## config.mk

```make
export PLATFORM = sky130hd
export DESIGN_NAME = bot_feeder
export DESIGN_NICKNAME = d
export VERILOG_FILES = /design/src/rtl/bot_feeder.sv
export SDC_FILE = /design/constraint.sdc
export NUM_CORES = 1
export LEC_CHECK = 0
export BUFFER_PORTS_ARGS = -buffer_cell sky130_fd_sc_hd__buf_2
export CAP_MARGIN = 0
export CORE_AREA = 8 8 216 218
export DETAILED_ROUTE_END_ITERATION = 7
export DIE_AREA = 0 0 224 226
export SYNTH_ARGS = -nofsm -noshare
export SYNTH_HDL_FRONTEND = slang
export SYNTH_SLANG_ARGS = --single-unit
export TNS_END_PERCENT = 5
```

## constraint.sdc

```tcl
create_clock -name clk -period 4.55 [get_ports clk]
set_clock_uncertainty 0.15 [all_clocks]
set_input_delay 0.455 -clock clk [delete_from_list [all_inputs] [get_ports clk]]
set_output_delay 0.455 -clock clk [all_outputs]
set_load 0.05 [all_outputs]
```

## src/rtl/bot_feeder.sv

```systemverilog
//==============================================================================
// Module   : bot_feeder
// Brief    : Feeds the bot stream of one top to the 24-permutation pack with
//            fullness back-pressure, then flushes before retiring the top.
//            Define BOT_FEEDER_STATS_EN to build the stall counter; the
//            ADDR_WIDTH macro sets the default botIndex width.
// Revision : 1.0 - initial release
//==============================================================================
`default_nettype none

`ifndef ADDR_WIDTH
`define ADDR_WIDTH 8
`endif

module bot_feeder #(
    parameter int          ADDR_WIDTH     = `ADDR_WIDTH,
    parameter int unsigned FULLNESS_LIMIT = 20,
    parameter int unsigned FLUSH_CYCLES   = 16
) (
    input  logic                  clk,
    input  logic                  rst,
    input  logic [127:0]          topIn,
    input  logic                  topInValid,
    output logic                  topInReady,
    input  logic [127:0]          botIn,
    input  logic                  botInValid,
    output logic                  botInReady,
    input  logic                  botInLast,
    input  logic [4:0]            maxFullness,
    output logic [127:0]          top,
    output logic [127:0]          bot,
    output logic [ADDR_WIDTH-1:0] botIndex,
    output logic                  isBotValid,
    output logic                  topDone,
    output logic [31:0]           stallCycles
);

    localparam logic [1:0] c_IDLE  = 2'd0;
    localparam logic [1:0] c_RUN   = 2'd1;
    localparam logic [1:0] c_FLUSH = 2'd2;
    localparam logic [1:0] c_DONE  = 2'd3;

    localparam int                 c_CNT_W      = (FLUSH_CYCLES > 0) ? $clog2(FLUSH_CYCLES + 1) : 1;
    localparam logic [c_CNT_W-1:0] c_FLUSH_LOAD = c_CNT_W'(FLUSH_CYCLES);

    logic [1:0]            r_state;
    logic [127:0]          r_top;
    logic [127:0]          r_bot;
    logic [ADDR_WIDTH-1:0] r_botIndex;
    logic [ADDR_WIDTH-1:0] r_nextIndex;
    logic                  r_isBotValid;
    logic                  r_topDone;
    logic [c_CNT_W-1:0]    r_flushCount;

    logic w_botInReady;
    logic w_transfer;
    logic w_topLoad;

    assign w_botInReady = (r_state == c_RUN) && (32'(maxFullness) < FULLNESS_LIMIT);
    assign w_transfer   = botInValid && w_botInReady;
    assign w_topLoad    = (r_state == c_IDLE) && topInValid;

    always_ff @(posedge clk) begin
        if (rst) begin
            r_state      <= c_IDLE;
            r_top        <= '0;
            r_bot        <= '0;
            r_botIndex   <= '0;
            r_nextIndex  <= '0;
            r_isBotValid <= 1'b0;
            r_topDone    <= 1'b0;
            r_flushCount <= '0;
        end else begin
            r_isBotValid <= 1'b0;
            r_topDone    <= 1'b0;
            case (r_state)
                c_IDLE: begin
                    if (w_topLoad) begin
                        r_top       <= topIn;
                        r_botIndex  <= '0;
                        r_nextIndex <= '0;
                        r_state     <= c_RUN;
                    end
                end
                c_RUN: begin
                    if (w_transfer) begin
                        r_bot        <= botIn;
                        r_isBotValid <= 1'b1;
                        r_botIndex   <= r_nextIndex;
                        r_nextIndex  <= r_nextIndex + ADDR_WIDTH'(1);
                        if (botInLast) begin
                            r_state      <= c_FLUSH;
                            r_flushCount <= c_FLUSH_LOAD;
                        end
                    end
                end
                c_FLUSH: begin
                    // The pack must also be drained before the top may retire.
                    if (r_flushCount != '0) begin
                        r_flushCount <= r_flushCount - c_CNT_W'(1);
                    end else if (maxFullness == 5'd0) begin
                        r_state   <= c_DONE;
                        r_topDone <= 1'b1;
                    end
                end
                c_DONE: begin
                    r_state <= c_IDLE;
                end
                default: begin
                    r_state <= c_IDLE;
                end
            endcase
        end
    end

    assign topInReady = (r_state == c_IDLE);
    assign botInReady = w_botInReady;
    assign top        = r_top;
    assign bot        = r_bot;
    assign botIndex   = r_botIndex;
    assign isBotValid = r_isBotValid;
    assign topDone    = r_topDone;

`ifdef BOT_FEEDER_STATS_EN
    logic [31:0] r_stallCycles;
    logic        w_stallEvent;

    assign w_stallEvent = (r_state == c_RUN) && botInValid && !w_botInReady;

    always_ff @(posedge clk) begin
        if (rst) begin
            r_stallCycles <= '0;
        end else if (w_topLoad) begin
            r_stallCycles <= '0;
        end else if (w_stallEvent && (r_stallCycles != 32'hFFFF_FFFF)) begin
            r_stallCycles <= r_stallCycles + 32'd1;
        end
    end

    assign stallCycles = r_stallCycles;
`else
    assign stallCycles = 32'd0;
`endif

endmodule

`default_nettype wire

```

* Word level (Yosys, flattened, before mapping)
Cells that the tools add are included.
** Storage, ports and cells
- Register bits :: 281
- Input bits :: 266
- Output and inout port bits :: 300
- Word-level logic and storage cells :: 54
** Cells by class
- $add $sub $neg :: 2
- $lt $le $gt $ge :: 1
- Equal/unequal tests :: 9
- Muxes and demuxes :: 17
- Bitwise gates (word level) :: 2
- Reductions and logical operators :: 15
** Operators with widths (number)
- one-hot mux 8 bit (2 select lines) :: 2
- two-way mux 8 bit :: 3
- two-way mux 5 bit :: 3
- two-way mux 2 bit :: 5
- != test 2 bit, second input constant :: 5
- one-hot mux 5 bit (2 select lines) :: 1
- adder 8 x 1 -> 8 bit, second input constant :: 1
- one-hot mux 2 bit (4 select lines) :: 1
- logical NOT 5 bit :: 1
- less-than comparator 5 bit, second input constant :: 1
- AND reduction 5 bit :: 1
- nonzero test 5 bit :: 1
- subtractor 5 x 1 -> 5 bit, second input constant :: 1
- == test 2 bit, second input constant :: 2
- AND reduction 2 bit :: 2
- AND reduction 4 bit :: 1
- nonzero test 2 bit :: 2
- logical AND 1 bit :: 3
- AND reduction 3 bit :: 1
- OR reduction 3 bit :: 1
- == test 2 x 1 -> 1 bit, second input constant :: 1
- logical NOT 2 bit :: 1
- two-way mux 1 bit :: 2
- != test 2 x 1 -> 1 bit, second input constant :: 1
- 2 further kinds :: 3

* Longest topological paths before layout
- Depth in word-level cells :: 5
- Mapped depth :: 8
- Mapped depth without buffers :: 6

* Least setup slack after synthesis
Ideal clock, no wire load.
- Path kind :: flip-flop to flip-flop
- Start :: register r_state[1]
- End :: register r_nextIndex[6]
- Library setup time :: 0.070 ns
- Arrival :: 1.947 ns
- Data required time :: 4.330 ns
- Setup slack :: 2.384 ns
- Cell stages (with the launch flop) :: 8
- Buffers on the path :: 1
- Period minus slack after synthesis :: 2.166 ns
- Cell sequence :: dfxtp_1 -> inv_1 -> ha_1 -> or2_1 -> o2111ai_2 -> buf_6 -> or4_1 -> a21oi_1
** On the way
- Elaborated cells on any way between the ends :: 10
- Classes of those cells :: eq/ne (3); mux (1); reduce/logical (6)
** RTL lines
- start, declared :: line 46 : logic [1:0] r_state;
- start signal, assigned :: line 65 : r_state <= c_IDLE;
- start signal, assigned :: line 82 : r_state <= c_RUN;
- start signal, assigned :: line 92 : r_state <= c_FLUSH;
- logical NOT 2 bit *
- via topInReady :: line 24 : output logic topInReady,
- logical AND 1 bit :: line 61 : assign w_topLoad = (r_state == c_IDLE) && topInValid;
- != test 2 x 1 -> 1 bit (no line)
- AND reduction 3 bit (no line)
- end signal, assigned :: line 90 : r_nextIndex <= r_nextIndex + ADDR_WIDTH'(1);
- end, declared :: line 50 : logic [ADDR_WIDTH-1:0] r_nextIndex;
The timed path passes the listed nets; every way through them passes the cells marked *.
A chain may end at the register's enable or synchronous reset.

* Final worst setup path
- Start :: register r_state[0]
- End :: register r_nextIndex[5]
** On the way
- Longest elaborated chain between the ends :: 5
- Elaborated cells on any way between the ends :: 10
- Classes of those cells :: eq/ne (3); mux (1); reduce/logical (6)
** Ends and longest elaborated chain
- == test 2 x 1 -> 1 bit :: line 59, 76
- logical AND 1 bit :: line 59 : assign w_botInReady = (r_state == c_RUN) && (32'(maxFullness) < FULLNESS_LIMIT);
- logical AND 1 bit :: line 60 : assign w_transfer = botInValid && w_botInReady;
- != test 2 bit (no line)
- AND reduction 3 bit (no line)
Parallel ways exist; a longest one is shown, timed or not.

==> results summary <==
The flow ran to the end, and the final reports show no timing, DRC or antenna violations. The count of vias placed by the detailed router came out at 10.8k. The met1 wire length is 13800 um. The maximum fanout along the worst path came out at 22.

The mean number of vias per cell is about 4.3. TritonCTS created 34 clock buffers. The sequential share of power came out at 0.349. The synthesized area per cell came out at 7.98 um2. The critical path is of the reg2reg type. The initial DRC count is 548.

Row generation in the floorplan step produced between 70 and 80 rows. The number of remaining DRC errors came out at 0. The fraction of final layout cells with drive strength greater than 1 is 0.313.

The number of hold-slack violations in the final timing report came out at 0. The share of synthesized flip-flops with an asynchronous set or reset came out at 0. The post-synthesis register bit count came out at 281.

The number of standard cells after synthesis is 1270. The clock share of power came out at 0.307. Of the available clock period, the critical path in the final layout requires 0.566. The full die area is 0.0506 mm2. The min-delay analysis places its worst path in the category in2reg. The worst setup path is captured at a register.

The clock transition time at the flip-flop clock pins of the worst setup and hold paths is ~0.06 ns. Power spread over the standard cell area amounts to 535 mW/mm2. The critical path goes through inv_1, ha_1, nand2b_1, o2111ai_2, or4_1, a21oi_1. The number of antenna violations at the first check in global routing is 1. The switching power summed over all nets came out at 3370 uW. The switching share of power is 0.397. The count of nets left with antenna violations once routing finished came out at 0. The total power is 8480 uW. The aggregate global-route resource usage came out at 0.136. The pin count of the biggest net entering global routing is 121. The total detailed-routing wirelength came out at between 30000 and 40000 um.

For the worst setup path, the data required time is 4.84 ns. On the critical path, the stage with the largest delay is an instance of sky130_fd_sc_hd__or4_1. The total overflow left after global routing is 0. The timing-limited maximum frequency came out at 0.388 GHz. CTS placed an instance of sky130_fd_sc_hd__clkbuf_16 at the clock tree root. The core region is 0.0435 mm2. Broken down by cell family, the worst path's largest delay share belongs to simple AND/OR/NAND/NOR gates. The number of global-route vias before repair came out at 10.8k.

The max-slew violation count came out at 0. The uppermost layer routed is met4. The die outline height came out at 226 um. The data arrival at the endpoint of the critical path came out at 2.87 ns.

At the pin with the least slew margin, the transition time is 1.08 ns. The leakage power total came out at 0.00717 uW. The final weighted congestion in routability-driven placement came out at ~0.9. The max-slew headroom at the worst pin came out at 0.278. The minimum clock period came out at 2.58 ns. The part of the total power dissipated in combinational logic came out at 0.344. For this run, the leading register cell type out of synthesis is sky130_fd_sc_hd__dfxtp_1. The count of distinct cell types in the synthesized netlist is 38.

The total negative setup slack came out at 0 ns. The worst reg-to-reg setup slack came out at 1.97 ns. TritonCTS built the clock tree.

The number of warnings reported in the yosys synthesis log came out at 0. The estimated wirelength of the detail-placed design is 26200 um. In this run the number of H-tree levels came out at 2. In this run, synthesis inferred 0 flip-flops with an integrated enable. Max-cap violations in this run came to 0. The global-route wire length before repair is between 50000 and 60000 um. The amount of wire on met3 after detailed routing is 3410 um. STA classifies the critical path startpoint as a register.

The number of setup buffers added after CTS is 0. Setup repair after global routing left no endpoint under its margin. The critical path buffer and inverter count is 1.

In the detailed route, the total length drawn on met2 is 18600 um. The wire length per cell is ~15 um. The first-pass detailed-route iteration total is 5.

The internal power contribution is about 5100 uW. Counting every sink on the clock net gives 281. From left edge to right edge, the die measures 224 um. The layout-stage area growth over the synthesis result came out at 56.5%. 566 I/O pins were placed. The cell area after synthesis came out at 0.0101 mm2. The insertion delay to the later sink of the worst-skew pair is 0.52 ns. After the flow finishes, the layout carries non-filler instances totaling 2535. The effective utilization at floorplan is 0.233.

The worst-case clock buffer depth is 3. The net total in the final layout came out at 2190. The number of port buffers is 533. After detailed placement, the design holds a cell count of 2318. For this run, the register share of the synthesized area comes to 0.555. The number of inserted filler cells in the final layout came out at 4433. The delay contributed by the slowest stage of the critical path came out at 0.70 ns. Setup violations remaining at the end of the flow were counted as 0. The maximum vdd drop came out at 0.000309 V.
==> cell families (layout without fill, tap and decap cells) <==
group           count (synthesis)  after routing  share of synthesized area
buf+inv                       126            767                     0.0627
compound gates                286            286                      0.148
flops                         281            281                      0.555
mux                            11             11                     0.0109
xor+xnor                        1              1                   0.000864
simple gates                  559            559                      0.216
other cells                     1             33                   0.000370
fa+ha+maj                       5              5                    0.00617
==> layer usage <==
| layer | GRT usage | vias up |
|---|---|---|
| li1 | - | 5356 |
| met1 | 0.147 | 4942 |
| met2 | 0.235 | 423 |
| met3 | 0.0499 | 95 |
| met4 | 0.0614 | 0 |
| met5 | 0 | - |
==> path summary, 6_finish.rpt <==
| kind | from | depth (start not counted) | endpoint |
|---|---|---|---|
| max | r_state[0] | 6 | r_nextIndex[5] |
| min | botIn[71] | 3 | bot[71] |
| max reg2reg | r_state[0] | 6 | r_nextIndex[5] |
| min reg2reg | top[116] | 2 | top[116] |
==> layout make-up <==
cell class,instances,area (um2),area share
Sequential cell,281,5630,0.355
Timing Repair Buffer,702,4380,0.276
Multi-Input combinational cell,894,4020,0.253
Clock buffer,49,988,0.0623
Tap cell,592,741,0.0467
Clock inverter,10,85.1,0.00536
Inverter,6,22.5,0.00142
Antenna cell,1,2.50,0.000158
==> worst min-delay path, stage by stage <==
cell	delay (ns)
sky130_fd_sc_hd__buf_2	0.09
sky130_fd_sc_hd__nand2_1	0.05
sky130_fd_sc_hd__a21oi_1	0.05
==> per-stage QoR <==
step / utilization / cell area (um2) / hold slack, ns / setup slack (ns)
3_5_place_dp: 0.304 / 13200 / 0.293 / 1.97
6_report: 0.365 / 15900 / 0.0337 / 1.97
4_1_cts: 0.365 / 15900 / 0.0000976 / 1.95
5_1_grt: 0.365 / 15900 / 0.0103 / 1.75
3_3_place_gp: 0.304 / 13200 / 0.289 / 2.03
2_1_floorplan: - / 10300 / 0.301 / 2.38
==> cell usage after synthesis (4+ instances only) <==
cell / n / area [um2]
sky130_fd_sc_hd__o21ai_0: 4 / 20.0
sky130_fd_sc_hd__dfxtp_1: 281 / 5630
sky130_fd_sc_hd__or3_1: 4 / 25.0
sky130_fd_sc_hd__buf_4: 33 / 248
sky130_fd_sc_hd__buf_2: 25 / 125
sky130_fd_sc_hd__clkbuf_1: 57 / 214
sky130_fd_sc_hd__inv_1: 6 / 22.5
sky130_fd_sc_hd__buf_1: 4 / 15.0
sky130_fd_sc_hd__ha_1: 5 / 62.6
sky130_fd_sc_hd__a21oi_1: 265 / 1330
sky130_fd_sc_hd__or4_1: 6 / 45.0
sky130_fd_sc_hd__o31ai_1: 5 / 37.5
sky130_fd_sc_hd__nand2_1: 517 / 1940
sky130_fd_sc_hd__mux2i_1: 11 / 110
sky130_fd_sc_hd__nor2_1: 11 / 41.3
==> flip-flops by register name (all words and copies together), names as in the netlist <==
register / cells
botIndex: 8
bot: 128
r_state: 2
top: 128
r_flushCount: 5
isBotValid: 1
topDone: 1
r_nextIndex: 8
==> placed cells by master (no fill, tap or decap), types with 2 or more instances in the layout <==
cell type                       count
sky130_fd_sc_hd__dfxtp_1          281
sky130_fd_sc_hd__conb_1            32
sky130_fd_sc_hd__a31o_2             2
sky130_fd_sc_hd__clkinv_2           6
sky130_fd_sc_hd__o21ai_0            4
sky130_fd_sc_hd__a31oi_1            3
sky130_fd_sc_hd__inv_6              2
sky130_fd_sc_hd__dlygate4sd3_1    157
sky130_fd_sc_hd__clkbuf_1           8
sky130_fd_sc_hd__nor4_1             2
sky130_fd_sc_hd__clkbuf_8           7
sky130_fd_sc_hd__nor3_1             3
sky130_fd_sc_hd__nor2_1            11
sky130_fd_sc_hd__or3_1              4
sky130_fd_sc_hd__nand4_1            3
sky130_fd_sc_hd__o31ai_1            5
sky130_fd_sc_hd__ha_1               5
sky130_fd_sc_hd__inv_1              6
sky130_fd_sc_hd__buf_4              9
sky130_fd_sc_hd__mux2i_1           11
sky130_fd_sc_hd__buf_12             3
sky130_fd_sc_hd__a21oi_1          265
sky130_fd_sc_hd__clkbuf_16         35
sky130_fd_sc_hd__nand2b_1           3
sky130_fd_sc_hd__or4_1              6
sky130_fd_sc_hd__a21boi_1           2
sky130_fd_sc_hd__buf_2            532
sky130_fd_sc_hd__nand2_1          516
==> power groups by stage <==
stage	sequential [uW]	combinational (uW)	clock (uW)
6_report	2960	2920	2600
5_1_grt	3000	3130	2780
4_1_cts	2960	2940	2680
3_5_place_dp	3010	2820	0
3_3_place_gp	2990	2790	0
2_1_floorplan	4050	1080	0
==> what timing repair did <==
action / 4_1_cts / 5_1_grt
hold buffers: 157 / 0
endpoints found under the hold margin: 157 / 0
gates resized for setup: 0 / 0
No activity file was read; power rests on OpenSTA's default activity.
